**config.mk**
```make
export PLATFORM = sky130hd
export DESIGN_NAME = mem_port_arbiter_flat
export DESIGN_NICKNAME = d
export VERILOG_FILES = /design/src/rtl/mem_port_arbiter_if.sv /design/src/rtl/mem_port_arbiter.sv /design/src/flat_wrapper.sv
export SDC_FILE = /design/constraint.sdc
export NUM_CORES = 1
export LEC_CHECK = 0
export CAP_MARGIN = 5
export CORE_ASPECT_RATIO = 0.6
export CORE_MARGIN = 2
export CORE_UTILIZATION = 46
export DETAILED_ROUTE_END_ITERATION = 8
export GPL_TIMING_DRIVEN = 0
export PLACE_DENSITY = 0.86
export RECOVER_POWER = 100
export SLEW_MARGIN = 30
export SYNTH_ARGS = -nofsm -noshare
export SYNTH_HDL_FRONTEND = slang
export SYNTH_SLANG_ARGS = --single-unit
export TNS_END_PERCENT = 20
```
**constraint.sdc**
```tcl
create_clock -name clock -period 9.2 [get_ports clock]
set_clock_uncertainty 0.1 [all_clocks]
set_input_delay 0.92 -clock clock [delete_from_list [all_inputs] [get_ports clock]]
set_output_delay 0.92 -clock clock [all_outputs]
set_load 0.03 [all_outputs]
```
**src/rtl/mem_port_arbiter_if.sv**
```systemverilog
// rtl/mem_port_arbiter_if.sv - request, response and memory-port signals of the IM/DM memory arbiter
interface mem_port_arbiter_if #(
    parameter int ADDR_WIDTH = 32,
    parameter int DATA_WIDTH = 32
);
    logic                  im_req;
    logic [ADDR_WIDTH-1:0] im_addr;
    logic [DATA_WIDTH-1:0] im_rdata;
    logic                  im_ack;
    logic                  dm_read;
    logic                  dm_write;
    logic [ADDR_WIDTH-1:0] dm_addr;
    logic [DATA_WIDTH-1:0] dm_wdata;
    logic [DATA_WIDTH-1:0] dm_rdata;
    logic                  dm_ack;
    logic                  mem_en;
    logic                  mem_we;
    logic [ADDR_WIDTH-1:0] mem_addr;
    logic [DATA_WIDTH-1:0] mem_wdata;
    logic [DATA_WIDTH-1:0] mem_rdata;
    logic                  mem_ready;
    logic                  cpu_stall;
    logic                  bus_error;

    // Requester/memory environment side
    modport master (
        output im_req, im_addr, dm_read, dm_write, dm_addr, dm_wdata, mem_rdata, mem_ready,
        input  im_rdata, im_ack, dm_rdata, dm_ack, mem_en, mem_we, mem_addr, mem_wdata,
               cpu_stall, bus_error
    );

    // Arbiter side
    modport slave (
        input  im_req, im_addr, dm_read, dm_write, dm_addr, dm_wdata, mem_rdata, mem_ready,
        output im_rdata, im_ack, dm_rdata, dm_ack, mem_en, mem_we, mem_addr, mem_wdata,
               cpu_stall, bus_error
    );
endinterface

```
**src/rtl/mem_port_arbiter.sv**
```systemverilog
// rtl/mem_port_arbiter.sv - shares one single-ported memory between instruction fetch and data load/store
module mem_port_arbiter #(
    parameter int ADDR_WIDTH = 32,
    parameter int DATA_WIDTH = 32,
    parameter int TIMEOUT    = 15
) (
    input logic              clock,
    input logic              reset,
    mem_port_arbiter_if.slave bus
);
    typedef enum logic [1:0] {
        IDLE,
        ACC_IM,
        ACC_DM
    } state_t;

    // Abort fires on the TIMEOUT-th consecutive cycle without mem_ready.
    localparam logic [7:0] LAST_WAIT = 8'(TIMEOUT - 1);

    state_t                state;
    logic                  last_dm;
    logic [7:0]            wait_cnt;
    logic                  en_q;
    logic                  we_q;
    logic [ADDR_WIDTH-1:0] addr_q;
    logic [DATA_WIDTH-1:0] wdata_q;
    logic [DATA_WIDTH-1:0] im_rdata_q;
    logic [DATA_WIDTH-1:0] dm_rdata_q;
    logic                  im_ack_q;
    logic                  dm_ack_q;
    logic                  err_q;

    logic                  dm_req;
    logic                  im_pend;
    logic                  dm_pend;

    // A side acked this cycle is masked so its still-high request is not re-granted.
    assign dm_req  = bus.dm_read | bus.dm_write;
    assign im_pend = bus.im_req & ~im_ack_q;
    assign dm_pend = dm_req & ~dm_ack_q;

    assign bus.cpu_stall = im_pend | dm_pend;
    assign bus.mem_en    = en_q;
    assign bus.mem_we    = we_q;
    assign bus.mem_addr  = addr_q;
    assign bus.mem_wdata = wdata_q;
    assign bus.im_rdata  = im_rdata_q;
    assign bus.dm_rdata  = dm_rdata_q;
    assign bus.im_ack    = im_ack_q;
    assign bus.dm_ack    = dm_ack_q;
    assign bus.bus_error = err_q;

    // Arbitration FSM: grant in IDLE, hold the memory handshake, complete or time out.
    always_ff @(posedge clock or posedge reset) begin
        if (reset) begin
            state      <= IDLE;
            last_dm    <= 1'b1;
            wait_cnt   <= '0;
            en_q       <= 1'b0;
            we_q       <= 1'b0;
            addr_q     <= '0;
            wdata_q    <= '0;
            im_rdata_q <= '0;
            dm_rdata_q <= '0;
            im_ack_q   <= 1'b0;
            dm_ack_q   <= 1'b0;
            err_q      <= 1'b0;
        end else begin
            im_ack_q <= 1'b0;
            dm_ack_q <= 1'b0;
            case (state)
                IDLE: begin
                    if (im_pend && (!dm_pend || last_dm)) begin
                        addr_q   <= bus.im_addr;
                        wdata_q  <= '0;
                        we_q     <= 1'b0;
                        en_q     <= 1'b1;
                        last_dm  <= 1'b0;
                        wait_cnt <= '0;
                        state    <= ACC_IM;
                    end else if (dm_pend) begin
                        addr_q   <= bus.dm_addr;
                        wdata_q  <= bus.dm_wdata;
                        we_q     <= bus.dm_write;
                        en_q     <= 1'b1;
                        last_dm  <= 1'b1;
                        wait_cnt <= '0;
                        state    <= ACC_DM;
                    end
                end
                ACC_IM, ACC_DM: begin
                    if (bus.mem_ready) begin
                        en_q  <= 1'b0;
                        state <= IDLE;
                        if (state == ACC_IM) begin
                            im_rdata_q <= bus.mem_rdata;
                            im_ack_q   <= 1'b1;
                        end else begin
                            if (!we_q) begin
                                dm_rdata_q <= bus.mem_rdata;
                            end
                            dm_ack_q <= 1'b1;
                        end
                    end else if (wait_cnt == LAST_WAIT) begin
                        en_q  <= 1'b0;
                        err_q <= 1'b1;
                        state <= IDLE;
                        if (state == ACC_IM) begin
                            im_rdata_q <= '0;
                            im_ack_q   <= 1'b1;
                        end else begin
                            dm_rdata_q <= '0;
                            dm_ack_q   <= 1'b1;
                        end
                    end else begin
                        wait_cnt <= wait_cnt + 8'd1;
                    end
                end
                default: begin
                    en_q  <= 1'b0;
                    state <= IDLE;
                end
            endcase
        end
    end
endmodule
```
**src/flat_wrapper.sv**
```systemverilog
// flat-port wrapper written by rule: the top's interface ports become plain ports
module mem_port_arbiter_flat 
#(
    parameter int ADDR_WIDTH = 32,
    parameter int DATA_WIDTH = 32,
    parameter int TIMEOUT    = 15
)
  (clock, reset, bus_im_req, bus_im_addr, bus_dm_read, bus_dm_write, bus_dm_addr, bus_dm_wdata, bus_mem_rdata, bus_mem_ready, bus_im_rdata, bus_im_ack, bus_dm_rdata, bus_dm_ack, bus_mem_en, bus_mem_we, bus_mem_addr, bus_mem_wdata, bus_cpu_stall, bus_bus_error);
  mem_port_arbiter_if #(.ADDR_WIDTH(ADDR_WIDTH), .DATA_WIDTH(DATA_WIDTH)) bus_i ();
  input logic clock;
  input logic reset;
  input wire logic [$bits(bus_i.im_req)-1:0] bus_im_req;
  input wire logic [$bits(bus_i.im_addr)-1:0] bus_im_addr;
  input wire logic [$bits(bus_i.dm_read)-1:0] bus_dm_read;
  input wire logic [$bits(bus_i.dm_write)-1:0] bus_dm_write;
  input wire logic [$bits(bus_i.dm_addr)-1:0] bus_dm_addr;
  input wire logic [$bits(bus_i.dm_wdata)-1:0] bus_dm_wdata;
  input wire logic [$bits(bus_i.mem_rdata)-1:0] bus_mem_rdata;
  input wire logic [$bits(bus_i.mem_ready)-1:0] bus_mem_ready;
  output wire logic [$bits(bus_i.im_rdata)-1:0] bus_im_rdata;
  output wire logic [$bits(bus_i.im_ack)-1:0] bus_im_ack;
  output wire logic [$bits(bus_i.dm_rdata)-1:0] bus_dm_rdata;
  output wire logic [$bits(bus_i.dm_ack)-1:0] bus_dm_ack;
  output wire logic [$bits(bus_i.mem_en)-1:0] bus_mem_en;
  output wire logic [$bits(bus_i.mem_we)-1:0] bus_mem_we;
  output wire logic [$bits(bus_i.mem_addr)-1:0] bus_mem_addr;
  output wire logic [$bits(bus_i.mem_wdata)-1:0] bus_mem_wdata;
  output wire logic [$bits(bus_i.cpu_stall)-1:0] bus_cpu_stall;
  output wire logic [$bits(bus_i.bus_error)-1:0] bus_bus_error;
  assign bus_i.im_req = bus_im_req;
  assign bus_i.im_addr = bus_im_addr;
  assign bus_i.dm_read = bus_dm_read;
  assign bus_i.dm_write = bus_dm_write;
  assign bus_i.dm_addr = bus_dm_addr;
  assign bus_i.dm_wdata = bus_dm_wdata;
  assign bus_i.mem_rdata = bus_mem_rdata;
  assign bus_i.mem_ready = bus_mem_ready;
  assign bus_im_rdata = bus_i.im_rdata;
  assign bus_im_ack = bus_i.im_ack;
  assign bus_dm_rdata = bus_i.dm_rdata;
  assign bus_dm_ack = bus_i.dm_ack;
  assign bus_mem_en = bus_i.mem_en;
  assign bus_mem_we = bus_i.mem_we;
  assign bus_mem_addr = bus_i.mem_addr;
  assign bus_mem_wdata = bus_i.mem_wdata;
  assign bus_cpu_stall = bus_i.cpu_stall;
  assign bus_bus_error = bus_i.bus_error;
  mem_port_arbiter #(.ADDR_WIDTH(ADDR_WIDTH), .DATA_WIDTH(DATA_WIDTH), .TIMEOUT(TIMEOUT)) u_core (.clock(clock), .reset(reset), .bus(bus_i));
endmodule
```
# After elaboration in Yosys (flattened, before gate mapping)
# Cells that the tools add are included.
# Widths: inputs -> output; s select.
[word_totals]
reg_bits = 144
out_inout_bits = 134
input_bits = 134
word_cells = 82
[op_classes]
eq_ne = 8
addsub = 1
reduce_logical = 14
n_bitwise = 8
muxes = 39
[op_table]
columns = ["cell", "n"]
rows = [
  ["$mux 32", 13],
  ["$mux 8", 4],
  ["$pmux 8 s2", 1],
  ["$mux 1", 15],
  ["$add 8x1->8 const B", 1],
  ["$eq 8x4->1 const B", 1],
  ["$mux 2", 4],
  ["$reduce_and 4->1", 2],
  ["$ne 2x2->1 const B", 3],
  ["$reduce_and 3->1", 2],
  ["$reduce_bool 2->1", 3],
  ["$not 1->1", 4],
  ["$pmux 2 s2", 1],
  ["$reduce_and 2->1", 2],
  ["$ne 3x1->1 const B", 1],
  ["$ne 3x2->1 const B", 1],
  ["$and 1x1->1", 2],
  ["$eq 2x1->1 const B", 1],
  ["$eq 2x2->1 const B", 1],
  ["$logic_not 2->1", 1],
  ["$or 1x1->1", 2],
  ["$pmux 1 s2", 1],
  ["$reduce_or 2->1", 1],
  ["$logic_and 1x1->1", 1],
  ["other kinds (2)", 2],
]

# Depth between registers and ports, before layout
# Gate-level depths: netlist of the first run.
[logic_depth]
ltp_word = 7
depth_mapped = 8
mapped_depth_nobuf = 6

# Worst setup path after synthesis of the first run
# No wires, ideal clock.
[synth_path]
kind = "input -> output"
from = "input port bus_dm_write"
to = "output port bus_cpu_stall"
cell_stages = 2
slack_ns = 6.782
required_ns = 8.180
arrival_time_ns = 1.398
cell_sequence = "o21bai_1 nand2_1"
[synth_between]
elab_chain_cells = 3
[synth_rtl]
columns = ["item", "line_no", "rtl"]
rows = [
  ["start: declaration", "flat_wrapper.sv:15", "input wire logic [$bits(bus_i.dm_write)-1:0] bus_dm_write;"],
  ["$or 1x1->1", "mem_port_arbiter.sv:38", "assign dm_req = bus.dm_read | bus.dm_write;"],
  ["$and 1x1->1", "mem_port_arbiter.sv:40", "assign dm_pend = dm_req & ~dm_ack_q;"],
  ["$or 1x1->1", "mem_port_arbiter.sv:42", "assign bus.cpu_stall = im_pend | dm_pend;"],
  ["end: declaration", "flat_wrapper.sv:28", "output wire logic [$bits(bus_i.cpu_stall)-1:0] bus_cpu_stall;"],
]
# No other way between the ends.

# Worst setup path in the final report of the first run
# Ends and elaborated chain as after synthesis.

==> results of run 1 <==
-- worst max-delay path, delay by kind of cell --
family,cells,cell delay [ns]
AND/OR/NAND/NOR,1,0.15
buffers and inverters,2,1.32
AO/OA/AOI/OAI,1,0.31
-- state kept, by name, indices dropped and copies added, names as in the netlist --
signal and cells:
u_core.bus.mem_addr 32, u_core.bus.mem_en 1, u_core.bus.dm_rdata 32, u_core.bus.mem_wdata 32
u_core.last_dm 1, u_core.bus.im_rdata 32, u_core.bus.bus_error 1, u_core.bus.im_ack 1
u_core.bus.dm_ack 1, u_core.state 2, u_core.wait_cnt 8, u_core.bus.mem_we 1
-- synthesized netlist by cell type, types with 3 or more instances --
master / n
dfrtp_1: 143
nand2_1: 107
o21ai_0: 75
and2_1: 32
mux2i_1: 32
mux2_4: 29
clkbuf_1: 23
mux2_2: 21
mux2_1: 14
inv_1: 7
nand2b_1: 7
buf_2: 6
nand3_1: 5
nand3b_1: 5
ha_1: 4
buf_6: 3
nor2b_1: 3
o221ai_1: 3
o2bb2ai_1: 3
-- area by class of cell --
| class | instances | area, um^2 | share of cell area (%) |
|---|---|---|---|
| clock inverters | 13 | 162.7 | 1.679 |
| flip-flops and latches | 144 | 3605 | 37.21 |
| multi-input cells | 363 | 2421 | 24.99 |
| plain buffers | 32 | 122.6 | 1.266 |
| inverters | 7 | 27.53 | 0.2842 |
| well taps | 175 | 219.0 | 2.260 |
| clock buffers | 18 | 429.2 | 4.430 |
| repair buffers | 268 | 2700 | 27.87 |
-- layer usage --
metal | GRT usage, % | routed length (um) | share of wire [%] | vias up
met5 | 0 | 0 | 0 | -
met4 | 7.416 | 337 | 1.9 | 0
met3 | 6.930 | 1210 | 6.7 | 33
met2 | 41.85 | 8676 | 48 | 190
met1 | 32.31 | 7727 | 43 | 2598
li1 | - | - | - | 2440
-- worst paths after layout --
kind,end,slack [ns],cells past startpoint
worst max-delay path,bus_cpu_stall,5.48,4
worst min-delay path,u_core.bus.mem_addr[4],0.38,2
min in group asynchronous,u_core.bus.dm_rdata[26],1.54,2
max in group asynchronous,u_core.last_dm,6.23,3
worst min register to register,u_core.bus.mem_addr[4],0.38,2
worst max register to register,u_core.bus.im_rdata[5],5.79,7
-- through the flow --
step	instances	util (%)	setup WS (ns)	cell area, um^2	power (mW)
2_1_floorplan	546	-	4.315	6322	2.071
3_3_place_gp	988	68.03	2.521	9214	2.772
3_5_place_dp	989	68.29	5.734	9249	2.842
4_1_cts	1020	72.66	5.698	9841	3.549
5_1_grt	1020	71.53	5.374	9687	3.559
6_report	1020	71.53	5.480	9687	3.376
-- cells in the final DEF, fill, tap and decap left out, types with 3 or more instances in the layout --
cell	instances
clkinv_2	3
dlygate4sd3_1	137
ha_1	4
mux2_1	41
mux2_2	21
nor2b_1	3
o21ai_0	75
bufinv_16	3
clkbuf_1	31
clkdlybuf4s50_1	130
o2bb2ai_1	3
clkinvlp_4	3
and2_1	32
clkbuf_16	17
dfrtp_1	143
nand2b_1	7
inv_1	6
mux2i_1	32
nand3b_1	5
nand2_1	107
o221ai_1	3
nand3_1	5
inv_6	3
-- kinds of logic after synthesis --
logic type      synth area share, %
fa+ha+maj                    0.7916
flops                         57.02
compound gates                8.609
simple gates                  12.61
buf+inv                       2.790
mux                           18.19
-- power by group --
part           switching (mW)  internal [mW]
Sequential              0.140          0.898
Combinational            1.03          0.612
Clock                   0.267          0.426
==> results.yml, run 1 <==
synthesis:
  top_area_cells_in_the_synthesized_netlist: "dfrtp_1 57%, mux2_4 6.9%, nand2_1 6.4%, o21ai_0 5.9%, mux2i_1 5.1%"
  ys_seq_elements: 144
  yosys_warnings: 0
  mappedNetlistArea_mm2: 0.006322
  synth-edff-count: 0
  async_sr_flop_fraction_pct: 100.0
  yosysUniqueCellTypes: 35
  postSynthNetCount: 684
  syn_avg_cell_area_um2: 11.58
  yosysTopAreaCell: "dfrtp_1"
  cells_after_synth: 546
  post_synthesis_sequential_area_ratio_pct: 57.02
  synth.top_cell.area_share_pct: 56.60
  synth_top_flop_cell: "dfrtp_1"
pwr:
  powerDensity_mw_per_mm2: 348.5
  ir_drop_mv: 0.1484
  cellLeakagePower_nw: 4.650
worst_setup_path:
  arrival_ns: 2.70
  startpoint: "bus_dm_write"
  criticalPathCategory: "in -> out"
  crit_path_cell_trace: "dlygate4sd3_1 > o21bai_1 > nand2_1 > dlygate4sd3_1"
  cp-start-kind: "primary input"
  rr_startpoint: "u_core.wait_cnt[0]"
  slowest_stage: "dlygate4sd3_1"
  worstPathMaxFanout: 4
  required_ns: 8.18
  most_common_cell_on_crit_path: "dlygate4sd3_1"
  critical_path.max_stage_delay_ns: 0.72
  worst_setup_path_end_kind: "output port"
route:
  detail_route.wl_per_cell_um: 17.60
  drc_errors: 0
  wire_length_after_detailed_routing_um: 17950
  viasPerCell: 5.158
  postRouteAntennaNets: 0
  via_count_of_the_routed_design: 5261
  drt_pre_antenna_iters: 4
  drt_iter0_markers: 269
clocking:
  clk_path_buf_depth: 2
  clk_transition_reported_paths_ns: 0.06
  ctsResizeCount: 0
  clk_root_buffer_cell: "clkbuf_16"
  cts_sinks: 144
  clk_latency_ns: 0.41
  post_cts_hold_buffer_count: 0
  ctsHtreeMaxLevel: 4
  postCtsSetupBuffers: 0
  cts_tree: "yes"
  numCtsBuffers: 17
place:
  io_buf_count: 267
  post-dp-hpwl_um: 13410
  gp_congestion: 0.8408
sta:
  worst-slew-pin-transition_ns: 2.466
  fmax_mhz: 268.9
  finalMaxSlewViolations: 65
  totalNegativeSetupSlack_ns: 0
  final-hold-violation-count: 0
  setup_repair_after_global_routing_missed_its_margin: "false"
  slew_headroom_pct: -65.34
  final.hold.worst_slack_ns: 0.3751
  min_period_over_period_pct: 40.43
  setup_viol: 0
  layout_min_cycle_time_ns: 3.720
floorplan:
  core_mm2: 0.01354
  die_x_um: 155.4
  chipHeight_um: 94.81
  rows: 33
  initial_utilization_pct: 46.68
  area_enclosed_by_the_die_boundary_mm2: 0.01473
  i_o_pins: 268
final_layout:
  num_antenna_cells: 0
  num-nets-final: 971
  drive_gt1_share_pct: 7.219
  syn2layout_area_growth_pct: 53.22
  n_fill_cell: 977
job:
  drv_cap: 2
run_status:
  run_status: "finished, violations left"
  violations_in_the_final_reports: "capacitance limit, slew limit"
hold_path:
  holdCritStartpoint: "u_core.bus.mem_addr[4]"
  worst_hold_path_type: "reg -> reg"
global_route:
  grt_pass1_vias: 5597
  maximum_number_of_pins_on_one_net_before_global_route_repair: 92
  grt_first_pass_wirelength_um: 28920
  grt.overflow.total: 0
  overall_global_routing_resource_usage_pct: 25.06
  grt_antenna_before_repair: 0
Power figures use the tool's default switching activity.
==> run 2, diff against run 1 <==
--- a/config.mk
+++ b/config.mk
@@ -8,10 +8,10 @@
 export CAP_MARGIN = 5
 export CORE_ASPECT_RATIO = 0.6
 export CORE_MARGIN = 2
-export CORE_UTILIZATION = 46
+export CORE_UTILIZATION = 39
 export DETAILED_ROUTE_END_ITERATION = 8
 export GPL_TIMING_DRIVEN = 0
-export PLACE_DENSITY = 0.86
+export PLACE_DENSITY = 0.77
 export RECOVER_POWER = 100
 export SLEW_MARGIN = 30
 export SYNTH_ARGS = -nofsm -noshare
==> constraint.sdc (replaced) <==
create_clock -name clock -period 3.03 [get_ports clock]
set_clock_uncertainty 0.1 [all_clocks]
set_input_delay 0.303 -clock clock [delete_from_list [all_inputs] [get_ports clock]]
set_output_delay 0.303 -clock clock [all_outputs]
set_load 0.03 [all_outputs]
==> results.yml, run 2 (same netlist as run 1, synthesis figures left out) <==
run_status:
  run_status: "finished, violations left"
  violations_in_the_final_reports: "capacitance limit, slew limit"
place:
  place_inst: 1021
  gp_congestion: 0.7856
  post-dp-hpwl_um: 13820
  io_buf_count: 267
  preCtsSetupSlack_ns: 0.2980
clocking:
  ctsHtreeMaxLevel: 4
  clk_path_buf_depth: 2
  post_cts_hold_buffer_count: 0
  ctsResizeCount: 0
  numCtsBuffers: 17
  clk_transition_reported_paths_ns: 0.07
  cts_sinks: 144
  clk_root_buffer_cell: "clkbuf_16"
  clk_latency_ns: 0.40
  cts_tree: "yes"
  postCtsSetupBuffers: 0
pwr:
  powerDensity_mw_per_mm2: 1036
  cellLeakagePower_nw: 4.656
  ir_drop_mv: 0.4997
floorplan:
  die_x_um: 168.4
  initial_utilization_pct: 40.55
  i_o_pins: 268
  rows: 35
  area_enclosed_by_the_die_boundary_mm2: 0.01728
  chipHeight_um: 102.6
  core_mm2: 0.01559
sta:
  slew_headroom_pct: -3.626
  final.hold.worst_slack_ns: 0.2376
  final-hold-violation-count: 0
  fmax_mhz: 387.1
  layout_setup_ws_ns: 0.4464
  worst-slew-pin-transition_ns: 1.554
  finalMaxSlewViolations: 28
  setup_repair_after_global_routing_missed_its_margin: "false"
  setup_viol: 0
  min_period_over_period_pct: 85.27
  layout_min_cycle_time_ns: 2.584
global_route:
  grt.overflow.total: 0
  overall_global_routing_resource_usage_pct: 21.42
  grt_antenna_before_repair: 0
  maximum_number_of_pins_on_one_net_before_global_route_repair: 30
  grt_pass1_vias: 5272
  grt_first_pass_wirelength_um: 28950
route:
  drc_errors: 0
  via_count_of_the_routed_design: 5115
  drt_iter0_markers: 209
  drt_pre_antenna_iters: 5
  detail_route.wl_per_cell_um: 17.00
  wire_length_after_detailed_routing_um: 17900
  postRouteAntennaNets: 0
  viasPerCell: 4.858
worst_setup_path:
  criticalPathCategory: "reg -> reg"
  cp_num_buf_inv: 2
  worstPathMaxFanout: 10
  cpLargestDelayFamily: "simple AND/OR/NAND/NOR gates"
  setup.reg_to_reg.worst_slack_ns: 0.45
  cp-start-kind: "flip-flop"
  arrival_ns: 2.76
  critical_path.max_stage_delay_ns: 0.44
  required_ns: 3.20
  worst_setup_path_end_kind: "flip-flop"
  crit_path_cell_trace: "inv_1 > ha_1 > nand4b_1 > o31ai_1 > nand3b_1 > clkbuf_1 > mux2_1"
  slowest_stage: "dfrtp_1"
hold_path:
  worst_hold_path_type: "in -> async"
final_layout:
  layout.cells.most_common: "dfrtp_1"
  syn2layout_area_growth_pct: 54.48
  num_antenna_cells: 0
  drive_gt1_share_pct: 8.118
  final-instance-count-excl-fill: 1053
  most-common-layout-cells: "143 x dfrtp_1, 135 x dlygate4sd3_1, 132 x clkdlybuf4s50_1"
  num-nets-final: 975
  n_fill_cell: 1345
job:
  drv_cap: 1
## run 2: changes by cell type in the layout (fill, tap and decap cells not counted), sizes merged
cell / previous run / this run
bufinv: 3 / 0
inv: 9 / 15
clkinv: 4 / 2
clkdlybuf4s50: 130 / 132
clkbuf: 48 / 47
dlygate4sd3: 137 / 135
buf: 3 / 8
## run 2: layout make-up
cell class	instances	area (um^2)	area share (%)
Buffer	32	145.1	1.486
Clock buffer	18	439.2	4.497
Clock inverter	14	118.9	1.217
Inverter	7	27.53	0.2818
Multi-Input combinational cell	363	2437	24.96
Sequential cell	144	3605	36.91
Tap cell	203	254.0	2.601
Timing Repair Buffer	272	2740	28.06
## run 2: power breakdown
part           switching (mW)  internal, mW  total, mW
registers               0.404          2.72       3.13
clock network           0.888          1.10       1.99
logic                    3.12          1.88       5.00
## run 2: worst paths after layout
path,start,end,cells after the start
min in group clock,bus_dm_wdata[13],u_core.bus.mem_wdata[13],3
min reg2reg,u_core.bus.bus_error,u_core.bus.bus_error,1
max in group asynchronous,reset,u_core.bus.im_rdata[1],5
max,u_core.wait_cnt[0],u_core.bus.dm_rdata[6],7
max reg2reg,u_core.wait_cnt[0],u_core.bus.dm_rdata[6],7
min,reset,u_core.bus.mem_addr[26],2
## run 2: routing by layer
layer,GRT usage (%),part of all wire (%)
met1,31.27,49
met2,31.91,43
met3,5.950,6.6
met4,5.040,0.79
met5,0,0
## run 2: metrics by stage
stage	utilization [%]	instance area, um^2	TNS (ns)	power, mW
floorplan	-	6326	0	6.289
global placement	59.35	9253	-70.13	8.537
detailed placement	59.99	9353	0	8.636
CTS	63.57	9911	0	10.67
global route	62.65	9767	0	10.75
finish	62.65	9767	0	10.12
==> run 3, diff against run 2 <==
--- a/config.mk
+++ b/config.mk
@@ -11,6 +11,7 @@
 export CORE_UTILIZATION = 39
 export DETAILED_ROUTE_END_ITERATION = 8
 export GPL_TIMING_DRIVEN = 0
+export MAX_ROUTING_LAYER = met4
 export PLACE_DENSITY = 0.77
 export RECOVER_POWER = 100
 export SLEW_MARGIN = 30
==> results.yml, run 3 (same netlist as run 1, synthesis figures left out) <==
pwr:
  powerDensity_mw_per_mm2: 1036
  ir_drop_mv: 0.5002
  cellLeakagePower_nw: 4.656
  post-layout-total-power_mw: 10.12
final_layout:
  num-nets-final: 975
  n_fill_cell: 1345
  most-common-layout-cells: "143 x dfrtp_1, 135 x dlygate4sd3_1, 132 x clkdlybuf4s50_1"
  drive_gt1_share_pct: 8.118
  num_antenna_cells: 0
  regArea_mm2: 0.003605
  layout.cells.most_common: "dfrtp_1"
  post-route-cell-area_mm2: 0.009767
  syn2layout_area_growth_pct: 54.48
  multi_input_comb_area_mm2: 0.002437
sta:
  layout_min_cycle_time_ns: 2.580
  setup_repair_after_global_routing_missed_its_margin: "false"
  setup_viol: 0
  worst-slew-pin-transition_ns: 1.554
  min_period_over_period_pct: 85.15
  totalNegativeSetupSlack_ns: 0
  finalMaxSlewViolations: 28
  fmax_mhz: 387.6
  slew_headroom_pct: -3.608
  final-hold-violation-count: 0
worst_setup_path:
  slowest_stage: "dfrtp_1"
  cpLargestDelayFamily: "simple AND/OR/NAND/NOR gates"
  criticalPathCategory: "reg -> reg"
  critical_path.max_stage_delay_ns: 0.44
  required_ns: 3.20
  setup.reg_to_reg.worst_slack_ns: 0.45
  path_depth: 7
  worstPathMaxFanout: 10
  cp_num_buf_inv: 2
  worst_setup_path_end_kind: "flip-flop"
  crit_path_cell_trace: "inv_1 > ha_1 > nand4b_1 > o31ai_1 > nand3b_1 > clkbuf_1 > mux2_1"
  cp-start-kind: "flip-flop"
  ff2ff_path_depth: 7
  arrival_ns: 2.75
floorplan:
  core_mm2: 0.01559
  i_o_pins: 268
  die_x_um: 168.4
  rows: 35
  chipHeight_um: 102.6
  initial_utilization_pct: 40.55
  area_enclosed_by_the_die_boundary_mm2: 0.01728
place:
  placed_area_mm2: 0.009353
  gp_congestion: 0.7965
  post-dp-hpwl_um: 13820
  io_buf_count: 267
global_route:
  overall_global_routing_resource_usage_pct: 22.14
  grt_first_pass_wirelength_um: 28970
  maximum_number_of_pins_on_one_net_before_global_route_repair: 30
  grt_pass1_vias: 5283
  grt.overflow.total: 0
  grt_antenna_before_repair: 0
clocking:
  cts_tree: "yes"
  clk_root_buffer_cell: "clkbuf_16"
  cts_sinks: 144
  clk_latency_ns: 0.40
  post_cts_hold_buffer_count: 0
  clk_path_buf_depth: 2
  ctsResizeCount: 0
  clk_transition_reported_paths_ns: 0.07
  postCtsSetupBuffers: 0
  ctsHtreeMaxLevel: 4
  numCtsBuffers: 17
job:
  drv_cap: 1
run_status:
  run_status: "finished, violations left"
  violations_in_the_final_reports: "capacitance limit, slew limit"
hold_path:
  worst_hold_path_type: "in -> async"
route:
  drt_iter0_markers: 227
  postRouteAntennaNets: 0
  via_count_of_the_routed_design: 5098
  detail_route.wl_per_cell_um: 17.00
  viasPerCell: 4.841
  wire_length_after_detailed_routing_um: 17900
  drc_errors: 0
  drt_pre_antenna_iters: 5
[run 3: cell counts in the layout (fill, tap and decap cells not counted)]
No cell type changed its count.
[run 3: worst reg2reg max path, cell delays in order, from the launching register on]
cell and delay [ns]:
dfrtp_1 0.44, inv_1 0.08, ha_1 0.16, nand4b_1 0.27, o31ai_1 0.35, nand3b_1 0.28, clkbuf_1 0.38, mux2_1 0.41
[run 3: area by class of cell]
| class | count | area share, % |
|---|---|---|
| inverters | 7 | 0.2818 |
| repair buffers | 272 | 28.06 |
| flip-flops and latches | 144 | 36.91 |
| multi-input cells | 363 | 24.96 |
| plain buffers | 32 | 1.486 |
| clock inverters | 14 | 1.217 |
| well taps | 203 | 2.601 |
| clock buffers | 18 | 4.497 |
[run 3: worst paths after layout]
| check | end | from |
|---|---|---|
| max | u_core.bus.dm_rdata[6] | u_core.wait_cnt[0] |
| min | u_core.bus.mem_addr[26] | reset |
| max reg2reg | u_core.bus.dm_rdata[6] | u_core.wait_cnt[0] |
| min reg2reg | u_core.bus.bus_error | u_core.bus.bus_error |
| max in group asynchronous | u_core.bus.im_rdata[1] | reset |
| min in group clock | u_core.bus.mem_wdata[13] | bus_dm_wdata[13] |
[run 3: layer usage]
metal / vias to the layer above / global-route usage, % / share of wire, %
li1: 2463 / - / -
met1: 2495 / 31.94 / 50
met2: 134 / 31.85 / 43
met3: 6 / 5.106 / 5.8
met4: 0 / 5.040 / 0.68
met5: - / - / 0
[run 3: power breakdown]
part | switching, mW | leakage [nW] | total, mW | internal, mW
Clock | 0.887 | 0.270 | 1.99 | 1.10
Combinational | 3.13 | 2.54 | 5.01 | 1.88
Sequential | 0.403 | 1.85 | 3.13 | 2.72
[run 3: per-stage QoR]
stage | utilization (%) | hold WS, ns | std cells | setup WS [ns]
2_1_floorplan | - | 0.3390 | 546 | 0.8228
3_3_place_gp | 59.35 | 0.3437 | 1016 | -0.5008
3_5_place_dp | 59.99 | 0.3517 | 1021 | 0.2980
4_1_cts | 63.57 | 0.09591 | 1053 | 0.5544
5_1_grt | 62.65 | 0.2727 | 1053 | 0.2662
6_report | 62.65 | 0.2385 | 1053 | 0.4498
